**config.mk**
```make
export PLATFORM = sky130hd
export DESIGN_NAME = led_sequence_player_flat
export DESIGN_NICKNAME = d
export VERILOG_FILES = /design/src/rtl/game_pkg.sv /design/src/rtl/led_sequence_player_if.sv /design/src/rtl/lfsr8.sv /design/src/rtl/led_sequence_player.sv /design/src/flat_wrapper.sv
export SDC_FILE = /design/constraint.sdc
export NUM_CORES = 1
export LEC_CHECK = 0
export CAP_MARGIN = 25
export CORE_MARGIN = 2
export CORE_UTILIZATION = 35
export DETAILED_ROUTE_END_ITERATION = 12
export SLEW_MARGIN = 40
export SYNTH_ARGS = -nofsm -noshare
export SYNTH_HDL_FRONTEND = slang
export SYNTH_HIERARCHICAL = 1
export SYNTH_SLANG_ARGS = --single-unit
```
**constraint.sdc**
```tcl
create_clock -name i_clk -period 2.4 [get_ports i_clk]
set_clock_uncertainty 0.2 [all_clocks]
set_input_delay 0.24 -clock i_clk [delete_from_list [all_inputs] [get_ports i_clk]]
set_output_delay 0.24 -clock i_clk [all_outputs]
set_load 0.01 [all_outputs]
```
**src/rtl/game_pkg.sv**
```systemverilog
// Shared definitions for the memory game: FSM states, LFSR geometry and LED decode.
// Both the playback side and the switch-side game FSM import this package.
package game_pkg;

  typedef enum logic [2:0] {IDLE, FILL, GAP, ON, DONE} state_e;

  localparam int LFSR_W = 8;
  // Feedback taps on bits 7,5,4,3
  localparam logic [LFSR_W-1:0] LFSR_TAPS = 8'hB8;
  localparam logic [LFSR_W-1:0] LFSR_INIT = 8'h01;

  localparam int STEP_W = 2;
  localparam int LED_W  = 4;
  localparam int IDX_W  = 4;

  function automatic logic [LED_W-1:0] step_onehot(input logic [STEP_W-1:0] step);
    step_onehot = LED_W'(1) << step;
  endfunction

endpackage

```
**src/rtl/led_sequence_player_if.sv**
```systemverilog
// Control, read-back and LED bundle between the game FSM (master) and the player (slave).
interface led_sequence_player_if;
  import game_pkg::*;

  logic              i_seed_load;
  logic [LFSR_W-1:0] i_seed;
  logic              i_play;
  logic [IDX_W-1:0]  i_len;
  logic [IDX_W-1:0]  i_rd_idx;
  logic [STEP_W-1:0] o_rd_step;
  logic [LED_W-1:0]  o_led;
  logic              o_busy;
  logic              o_done;

  modport master (
    output i_seed_load, i_seed, i_play, i_len, i_rd_idx,
    input  o_rd_step, o_led, o_busy, o_done
  );

  modport slave (
    input  i_seed_load, i_seed, i_play, i_len, i_rd_idx,
    output o_rd_step, o_led, o_busy, o_done
  );

endinterface

```
**src/rtl/lfsr8.sv**
```systemverilog
// 8-bit Fibonacci LFSR with seed load and step enable; exposes the low bits of the next state.
module lfsr8
  import game_pkg::*;
#(
  parameter int OUT_W = LFSR_W
) (
  input  logic              i_clk,
  input  logic              i_rst_n,
  input  logic              i_load,
  input  logic [LFSR_W-1:0] i_seed,
  input  logic              i_en,
  output logic [OUT_W-1:0]  o_next
);

  logic [LFSR_W-1:0] lfsr_q;
  logic [LFSR_W-1:0] lfsr_nxt;

  assign lfsr_nxt = {lfsr_q[LFSR_W-2:0], ^(lfsr_q & LFSR_TAPS)};
  assign o_next   = lfsr_nxt[OUT_W-1:0];

  // An all-zero seed would lock the register, so it is promoted to the init value
  always_ff @(posedge i_clk or negedge i_rst_n) begin
    if (!i_rst_n) begin
      lfsr_q <= LFSR_INIT;
    end else if (i_load) begin
      lfsr_q <= (i_seed == '0) ? LFSR_INIT : i_seed;
    end else if (i_en) begin
      lfsr_q <= lfsr_nxt;
    end
  end

endmodule

```
**src/rtl/led_sequence_player.sv**
```systemverilog
// Fills the pseudo-random target sequence and flashes its first len steps on the LEDs,
// each step preceded by a dark gap.
module led_sequence_player
  import game_pkg::*;
#(
  parameter int CLK_PER_SEC = 6,
  parameter int ON_CYCLES   = CLK_PER_SEC,
  parameter int OFF_CYCLES  = CLK_PER_SEC / 2,
  parameter int GAME_LIMIT  = 8
) (
  input  logic                  i_clk,
  input  logic                  i_rst_n,
  led_sequence_player_if.slave  bus
);

  localparam int CNT_MAX = (ON_CYCLES > OFF_CYCLES) ? ON_CYCLES : OFF_CYCLES;
  localparam int CNT_W   = $clog2(CNT_MAX + 1);

  state_e            state_q, state_nxt;
  logic [IDX_W-1:0]  k_q, k_nxt;
  logic [IDX_W-1:0]  len_q, len_nxt;
  logic [CNT_W-1:0]  cnt_q, cnt_nxt;
  logic [LED_W-1:0]  led_q, led_nxt;
  logic [STEP_W-1:0] seq_q [GAME_LIMIT];
  logic [STEP_W-1:0] fill_step;
  logic [STEP_W-1:0] step_at_k_nxt;
  logic [STEP_W-1:0] rd_step;
  logic              seed_accept;
  logic              fill_en;
  logic [IDX_W-1:0]  play_len;

  function automatic logic [IDX_W-1:0] clamp_len(input logic [IDX_W-1:0] len);
    clamp_len = (len > IDX_W'(GAME_LIMIT)) ? IDX_W'(GAME_LIMIT) : len;
  endfunction

  assign seed_accept = (state_q == IDLE) && bus.i_seed_load;
  assign fill_en     = (state_q == FILL);
  assign play_len    = clamp_len(bus.i_len);

  lfsr8 #(
    .OUT_W (STEP_W)
  ) u_lfsr (
    .i_clk   (i_clk),
    .i_rst_n (i_rst_n),
    .i_load  (seed_accept),
    .i_seed  (bus.i_seed),
    .i_en    (fill_en),
    .o_next  (fill_step)
  );

  always_ff @(posedge i_clk or negedge i_rst_n) begin
    if (!i_rst_n) begin
      state_q <= IDLE;
      k_q     <= '0;
      len_q   <= '0;
      cnt_q   <= '0;
      led_q   <= '0;
    end else begin
      state_q <= state_nxt;
      k_q     <= k_nxt;
      len_q   <= len_nxt;
      cnt_q   <= cnt_nxt;
      led_q   <= led_nxt;
    end
  end

  always_ff @(posedge i_clk or negedge i_rst_n) begin
    if (!i_rst_n) begin
      for (int i = 0; i < GAME_LIMIT; i++) seq_q[i] <= '0;
    end else if (fill_en) begin
      for (int i = 0; i < GAME_LIMIT; i++) begin
        if (k_q == IDX_W'(i)) seq_q[i] <= fill_step;
      end
    end
  end

  // Seed load has priority over play; both are ignored outside IDLE
  always_comb begin
    state_nxt = state_q;
    k_nxt     = k_q;
    len_nxt   = len_q;
    cnt_nxt   = cnt_q;
    case (state_q)
      IDLE: begin
        if (bus.i_seed_load) begin
          state_nxt = FILL;
          k_nxt     = '0;
        end else if (bus.i_play) begin
          len_nxt   = play_len;
          k_nxt     = '0;
          cnt_nxt   = '0;
          state_nxt = (play_len == '0) ? DONE : GAP;
        end
      end
      FILL: begin
        k_nxt = k_q + IDX_W'(1);
        if (k_q == IDX_W'(GAME_LIMIT - 1)) state_nxt = DONE;
      end
      GAP: begin
        if (cnt_q == CNT_W'(OFF_CYCLES - 1)) begin
          cnt_nxt   = '0;
          state_nxt = ON;
        end else begin
          cnt_nxt = cnt_q + CNT_W'(1);
        end
      end
      ON: begin
        if (cnt_q == CNT_W'(ON_CYCLES - 1)) begin
          cnt_nxt   = '0;
          k_nxt     = k_q + IDX_W'(1);
          state_nxt = ((k_q + IDX_W'(1)) == len_q) ? DONE : GAP;
        end else begin
          cnt_nxt = cnt_q + CNT_W'(1);
        end
      end
      DONE:    state_nxt = IDLE;
      default: state_nxt = IDLE;
    endcase
  end

  // The LED register is loaded from the upcoming state so it lights on the edge entering ON
  always_comb begin
    step_at_k_nxt = '0;
    for (int i = 0; i < GAME_LIMIT; i++) begin
      if (k_nxt == IDX_W'(i)) step_at_k_nxt = seq_q[i];
    end
    led_nxt    = (state_nxt == ON) ? step_onehot(step_at_k_nxt) : '0;
    bus.o_busy = (state_q == FILL) || (state_q == GAP) || (state_q == ON);
    bus.o_done = (state_q == DONE);
  end

  always_comb begin
    rd_step = '0;
    for (int i = 0; i < GAME_LIMIT; i++) begin
      if (bus.i_rd_idx == IDX_W'(i)) rd_step = seq_q[i];
    end
  end

  assign bus.o_rd_step = rd_step;
  assign bus.o_led     = led_q;

endmodule

```
**src/flat_wrapper.sv**
```systemverilog
// flat-port wrapper written by rule: the top's interface ports become plain ports
module led_sequence_player_flat import game_pkg::*;
#(
  parameter int CLK_PER_SEC = 6,
  parameter int ON_CYCLES   = CLK_PER_SEC,
  parameter int OFF_CYCLES  = CLK_PER_SEC / 2,
  parameter int GAME_LIMIT  = 8
)
  (i_clk, i_rst_n, bus_i_seed_load, bus_i_seed, bus_i_play, bus_i_len, bus_i_rd_idx, bus_o_rd_step, bus_o_led, bus_o_busy, bus_o_done);
  led_sequence_player_if bus_i ();
  input  logic i_clk;
  input  logic i_rst_n;
  input wire logic [$bits(bus_i.i_seed_load)-1:0] bus_i_seed_load;
  input wire logic [$bits(bus_i.i_seed)-1:0] bus_i_seed;
  input wire logic [$bits(bus_i.i_play)-1:0] bus_i_play;
  input wire logic [$bits(bus_i.i_len)-1:0] bus_i_len;
  input wire logic [$bits(bus_i.i_rd_idx)-1:0] bus_i_rd_idx;
  output wire logic [$bits(bus_i.o_rd_step)-1:0] bus_o_rd_step;
  output wire logic [$bits(bus_i.o_led)-1:0] bus_o_led;
  output wire logic [$bits(bus_i.o_busy)-1:0] bus_o_busy;
  output wire logic [$bits(bus_i.o_done)-1:0] bus_o_done;
  assign bus_i.i_seed_load = bus_i_seed_load;
  assign bus_i.i_seed = bus_i_seed;
  assign bus_i.i_play = bus_i_play;
  assign bus_i.i_len = bus_i_len;
  assign bus_i.i_rd_idx = bus_i_rd_idx;
  assign bus_o_rd_step = bus_i.o_rd_step;
  assign bus_o_led = bus_i.o_led;
  assign bus_o_busy = bus_i.o_busy;
  assign bus_o_done = bus_i.o_done;
  led_sequence_player #(.CLK_PER_SEC(CLK_PER_SEC), .ON_CYCLES(ON_CYCLES), .OFF_CYCLES(OFF_CYCLES), .GAME_LIMIT(GAME_LIMIT)) u_core (.i_clk(i_clk), .i_rst_n(i_rst_n), .bus(bus_i));
endmodule
```
==> run metrics, run 1 <==
crit path capture type register; GRT Util Overall ~15%; worst-path fanout max 6; commonest non-fill, non-tap cell in the layout buf_4; Ys Warns 6; Util after Layout 47.66%; final worst slack -0.1044 ns; CTS tree built; register area share after synthesis about two fifths; min cycle time layout between 2 and 3 ns; Mapped Nets 260; maxcap violations 0; first-pass GRT wire length roughly 9900 um; WL final 5762 um; EDFF count, synth 0; row count 31; Pwr Total ~4700 uW; core area slightly above 0.007 mm2; drc violations 0; final hold slack approximately 0.14 ns; reg2reg end u_core/bus.o_led[3]; failing checks negative setup slack; CTS H-tree lvls 2; unrepaired setup endpoints after global routing yes; die area 0.008086 mm2; pre-CTS WS -0.3697 ns; Async SR Flop Fraction 100.0%; largest net degree at the start of global routing 22; GPL Wtd Cong about 0.79; Die Y 89.92 um; outcome complete, but fails checks; worst setup path endpoint u_core/bus.o_led[3]; final-report hold violation count 0; syn avg cell area roughly 11 um2; kind of start point of the critical path register; Antenna Cells 0; number of synthesized register bits 42; root buffer cell clkbuf_8; Slew Viols, Final 0; post-route ant nets 0; Placed Cells incl. Taps 396; CTS Buffer Depth 2; Max Fclk between 0.3 and 0.4 GHz; leakage power 0.001497 uW; RR Startpoint u_core/state_q[1]; Die X between 80 and 90 um; reg-to-reg slack, setup -0.10 ns; Hold WC Path Type input pin to async pin; Initial Util between 30% and 40%; top_reg_cell synth dfrtp_1; area delta synth->final 33.08%; CTS Buf Count 5; layout cell share with drive strength beyond 1 around 36%; Clock Latency Late Sink 0.30 ns; relative slew slack 61.74%; Ports 28; overflow left after global routing 0; R2R cell count 8; WP data required 2.38 ns; Mapped Cells about 240; CP startpoint u_core/state_q[1]; Finished Layout Cells 411; final net count 335; drt first-iter violations 43; commonest cells after routing, fill and taps aside buf_4, dfrtp_1, nand2_1, clkdlybuf4s50_1, mux2_2; first-pass detailed-route iteration total 4; PortBufs 27; vias in the first global route between 2000 and 2500; WS Path Type register to register; vias roughly 2100; final setup vio count 4; critical path arrival around 2.5 ns; Worst-path clk slew approximately 0.090 ns; dpl hpwl 4412 um; via/cell ratio roughly 5.0; Power Density ~1400 mW/mm2; initial antenna violation count 0; Slew @ Worst Pin between 0.5 and 0.6 ns; drt wl/cell between 10 and 15 um; TritonCTS sink count 42; synthesized cell area around 0.0026 mm2; Final period util 104.4%; worst vdd ir between 0.0004 and 0.0005 V; count of cell types in the netlist 64
[cell families (layout without fill, tap and decap cells)]
group,count (synthesis),in the layout,synth area share [%]
AO/OA/AOI/OAI,55,55,17.00
multiplexers,34,34,16.17
adder cells (fa/ha/maj),4,4,1.937
buffers and inverters,19,95,4.794
AND/OR/NAND/NOR,74,74,16.66
flip-flops,42,42,40.73
XOR/XNOR,8,8,2.712
[registers in the layout, indices dropped and copies added (netlist names)]
register,count
u_core/cnt_q,3
u_core/len_q,4
u_core/bus.o_led,4
u_core/k_q,4
u_core/state_q,3
u_core/seq_q,16
u_core/u_lfsr/lfsr_q,8
[final cells by class]
class / instances / area (um2)
fill: 690 / 3776
timing repair buffer: 77 / 649.4
sequential: 42 / 1055
multi-input combinational: 175 / 1465
inverter: 10 / 51.30
tap: 99 / 123.9
clock buffer: 5 / 68.82
clock inverter: 3 / 25.02
[layer usage]
layer,up-vias,track usage [%],part of all wire (%)
met2,26,23.93,48
met5,-,0,0
met4,0,3.462,1.4
li1,1023,-,-
met3,7,2.766,2.3
met1,999,21.06,48
[stage by stage]
step | cell area (um2) | setup TNS [ns]
floorplan | 2587 | -0.09242
global placement | 3238 | -1.298
detailed placement | 3238 | -1.451
CTS | 3367 | -0.1873
global route | 3438 | -0.6259
finish | 3438 | -0.2663
[critical path: stages, from the launching register on]
cell	delay, ns
dfrtp_1	0.42
o21bai_1	0.17
a221o_2	0.45
a211oi_4	0.33
buf_4	0.17
mux2_4	0.30
nand3_4	0.07
a31oi_4	0.11
nor3b_2	0.17
[how the worst min path moves through the flow]
stage                     endpoint     from  cells past startpoint  slack [ns]
3_5_place_dp   u_core/bus.o_led[0]  i_rst_n                      1       -0.07
4_1_cts            u_core/cnt_q[0]  i_rst_n                      2        0.14
2_1_floorplan  u_core/bus.o_led[0]  i_rst_n                      0       -0.26
3_3_place_gp   u_core/bus.o_led[3]  i_rst_n                      1       -0.07
5_1_grt            u_core/cnt_q[0]  i_rst_n                      2        0.15
6_report           u_core/cnt_q[0]  i_rst_n                      2        0.14
[timing repair]
item / 4_1_cts / 5_1_grt
setup buffers: 1 / 5
pin swaps: 4 / 4
gates resized for setup: 7 / 9
cloned: 0 / 0
hold endpoints to repair: 41 / 0
setup endpoints to repair: 6 / 6
hold buffers: 1 / 0
[report_power, final]
part           internal, uW  switching (uW)
registers              1040             315
clock network           210             268
logic                  1500            1320
total                  2760            1900
[cell usage after synthesis, types with 3 or more instances]
library cell | number | area, um2
dfrtp_1 | 41 | 1026
nor2_1 | 8 | 30.03
mux2i_1 | 11 | 110.1
xnor2_1 | 3 | 26.28
o21ai_0 | 11 | 55.05
mux2_2 | 18 | 202.7
nor3b_1 | 3 | 22.52
mux4_2 | 4 | 90.09
inv_1 | 7 | 26.28
nand2b_1 | 6 | 37.54
xor2_1 | 5 | 43.79
o211ai_1 | 3 | 22.52
ha_1 | 4 | 50.05
a211oi_1 | 3 | 22.52
buf_2 | 3 | 15.01
nand2_1 | 25 | 93.84
a21oi_1 | 8 | 40.04
o21ai_1 | 6 | 30.03
nor2b_1 | 4 | 25.02
nand3_1 | 5 | 25.02
No activity file was read; power rests on OpenSTA's default activity.
==> inputs of run 2 (changes only) <==
--- a/config.mk
+++ b/config.mk
@@ -6,9 +6,12 @@
 export NUM_CORES = 1
 export LEC_CHECK = 0
 export CAP_MARGIN = 25
-export CORE_MARGIN = 2
-export CORE_UTILIZATION = 35
+export CELL_PAD_IN_SITES_DETAIL_PLACEMENT = 1
+export CELL_PAD_IN_SITES_GLOBAL_PLACEMENT = 2
+export CORE_MARGIN = 1.5
+export CORE_UTILIZATION = 34
 export DETAILED_ROUTE_END_ITERATION = 12
+export PLACE_DENSITY_LB_ADDON = 0.1
 export SLEW_MARGIN = 40
 export SYNTH_ARGS = -nofsm -noshare
 export SYNTH_HDL_FRONTEND = slang
==> run 2 against run 1 <==
The flow still finishes with violations (negative setup slack); worst hold slack improved by 0.075 ns; worst setup slack got worse by 0.0051 ns; sequential power barely moved; critical endpoint is now u_core/bus.o_led[0]; largest power group unchanged.
==> run metrics, run 2 (same netlist as run 1, synthesis figures left out) <==
critical path arrival around 2.5 ns; CP Cell Sequence o21bai_1 > a221o_2 > a221o_2 > o211ai_1 > o21ai_1 > o211ai_2 > nor3b_2; Die Y 90.18 um; reg2reg end u_core/bus.o_led[0]; Initial Util roughly 35%; row count 31; relative slew slack between 70 and 80%; Clock Latency Late Sink a little under 0.3 ns; kind of start point of the critical path register; die area between 0.008 and 0.009 mm2; Final period util 104.6%; commonest non-fill, non-tap cell in the layout buf_4; vias roughly 2100; root buffer cell clkbuf_8; final net count about 340; first-pass GRT wire length 11180 um; Slew Viols, Final 0; core area 0.007292 mm2; via/cell ratio about 5.1; worst vdd ir 0.0005247 V; WP data required between 2 and 2.5 ns; worst-path fanout max 6; drc violations 0; Slew @ Worst Pin approximately 0.41 ns; final-report hold violation count 0; Ports 28; first-pass detailed-route iteration total 4; max FFs per register 16; GRT Util Overall 17.41%; PortBufs 27; reg-to-reg slack, setup -0.11 ns; CP max stage delay roughly 0.45 ns; commonest cells after routing, fill and taps aside buf_4, dfrtp_1, nand2_1, clkdlybuf4s50_1, mux2_2; Die X roughly 90 um; CTS Buf Count 5; CTS tree built; failing checks negative setup slack; Crit-path slowest cell a221o_2; family with the most delay on the worst path compound AO/OA/AOI/OAI gates; maxcap violations 0; Power Density around 1400 mW/mm2; layout cell share with drive strength beyond 1 36.22%; CTS Buffer Depth 2; vias in the first global route 2215; Worst-path clk slew 0.08 ns; TritonCTS sink count 42; Crit path top cell by count a221o_2; GPL Wtd Cong between 0.8 and 0.9; Antenna Cells 0; leakage power around 0.0015 uW; met3 WL roughly 160 um; Placed Cells incl. Taps approximately 400; WS Path Type register to register; drt first-iter violations 39; Max Fclk ~0.4 GHz; largest net degree at the start of global routing 19; RR Startpoint u_core/state_q[1]; R2R cell count 7; Hold WC Path Type input pin to async pin; met2 wire length about 3200 um; area delta synth->final 33.22%; initial antenna violation count 0; final worst slack -0.1095 ns; outcome complete, but fails checks; CTS H-tree lvls 2; min cycle time layout 2.509 ns; Finished Layout Cells approximately 400; overflow left after global routing 0; M1 WL between 3000 and 4000 um; fillcell total 845; Top reg by flops u_core/seq_q; register area 0.001056 mm2; placed cell area ~0.0033 mm2; crit path capture type register; WL final between 6000 and 7000 um; area of the multi-input gates ~0.0015 mm2; dpl hpwl between 5000 and 6000 um; Top Layer Used met4; Final Instance Area ~0.0034 mm2; biggest regs u_core/seq_q x16, u_core/u_lfsr/lfsr_q x8; post-route ant nets 0; drt wl/cell 16.01 um; WP buf/inv 0; final setup vio count 4; unrepaired setup endpoints after global routing yes
-- run 2: cell count changes in the layout (fill, tap and decap cells not counted), moves of 2 or more --
cell	before	now
dlymetal6s2s_1	2	0
clkbuf_1	0	3
clkdlybuf4s50_1	22	24
buf_4	48	46
-- run 2: metal layers --
metal | vias up | GRT usage, %
met5 | - | 0
met4 | 0 | 3.968
met3 | 5 | 2.707
met2 | 27 | 29.23
met1 | 1036 | 23.58
li1 | 1017 | -
-- run 2: how the worst max path moves through the flow --
stage	from	endpoint	slack (ns)	cells past startpoint
2_1_floorplan	u_core/cnt_q[1]	u_core/bus.o_led[3]	-0.06	7
3_3_place_gp	bus_i_play	u_core/bus.o_led[0]	-0.34	8
3_5_place_dp	bus_i_play	u_core/bus.o_led[0]	-0.37	9
4_1_cts	u_core/state_q[1]	u_core/bus.o_led[0]	-0.12	7
5_1_grt	u_core/state_q[1]	u_core/bus.o_led[0]	-0.24	7
6_report	u_core/state_q[1]	u_core/bus.o_led[0]	-0.11	7
-- run 2: per-stage QoR --
step,utilization (%),hold WS (ns),TNS [ns],total power (uW),setup slack (ns)
6_report,47.20,0.2143,-0.3228,4723,-0.1095
5_1_grt,47.20,0.2545,-0.8395,5102,-0.2387
4_1_cts,46.93,0.2196,-0.3504,4726,-0.1175
3_5_place_dp,44.58,0.001867,-1.493,4113,-0.3740
3_3_place_gp,44.58,0.01036,-1.378,4068,-0.3372
2_1_floorplan,-,-0.2556,-0.09242,3029,-0.05665
-- run 2: where the power goes --
| part | total [uW] | internal [uW] | switching [uW] |
|---|---|---|---|
| registers | 1370 | 1040 | 322 |
| clock network | 440 | 207 | 233 |
| logic | 2920 | 1530 | 1380 |
-- run 2: area by class of cell --
type,instances,share of cell area [%]
Inverter,10,1.309
Multi-Input combinational cell,175,42.89
Sequential cell,42,30.68
Timing Repair Buffer,77,19.19
Tap cell,99,3.599
Clock buffer,8,2.326
-- run 2: worst register-to-register path, delay by kind of cell, from the launching register on --
family,cells,cell delay [ns]
AO/OA/AOI/OAI,6,1.59
flip-flops,1,0.44
AND/OR/NAND/NOR,1,0.19
-- run 2: timing repair --
| action | 4_1_cts | 5_1_grt |
|---|---|---|
| endpoints found under the hold margin | 16 | 0 |
| pin swaps | 7 | 3 |
| gates resized for setup | 17 | 2 |
| setup buffers | 4 | 2 |
| endpoints found under the setup margin | 6 | 6 |
| hold buffers | 1 | 0 |
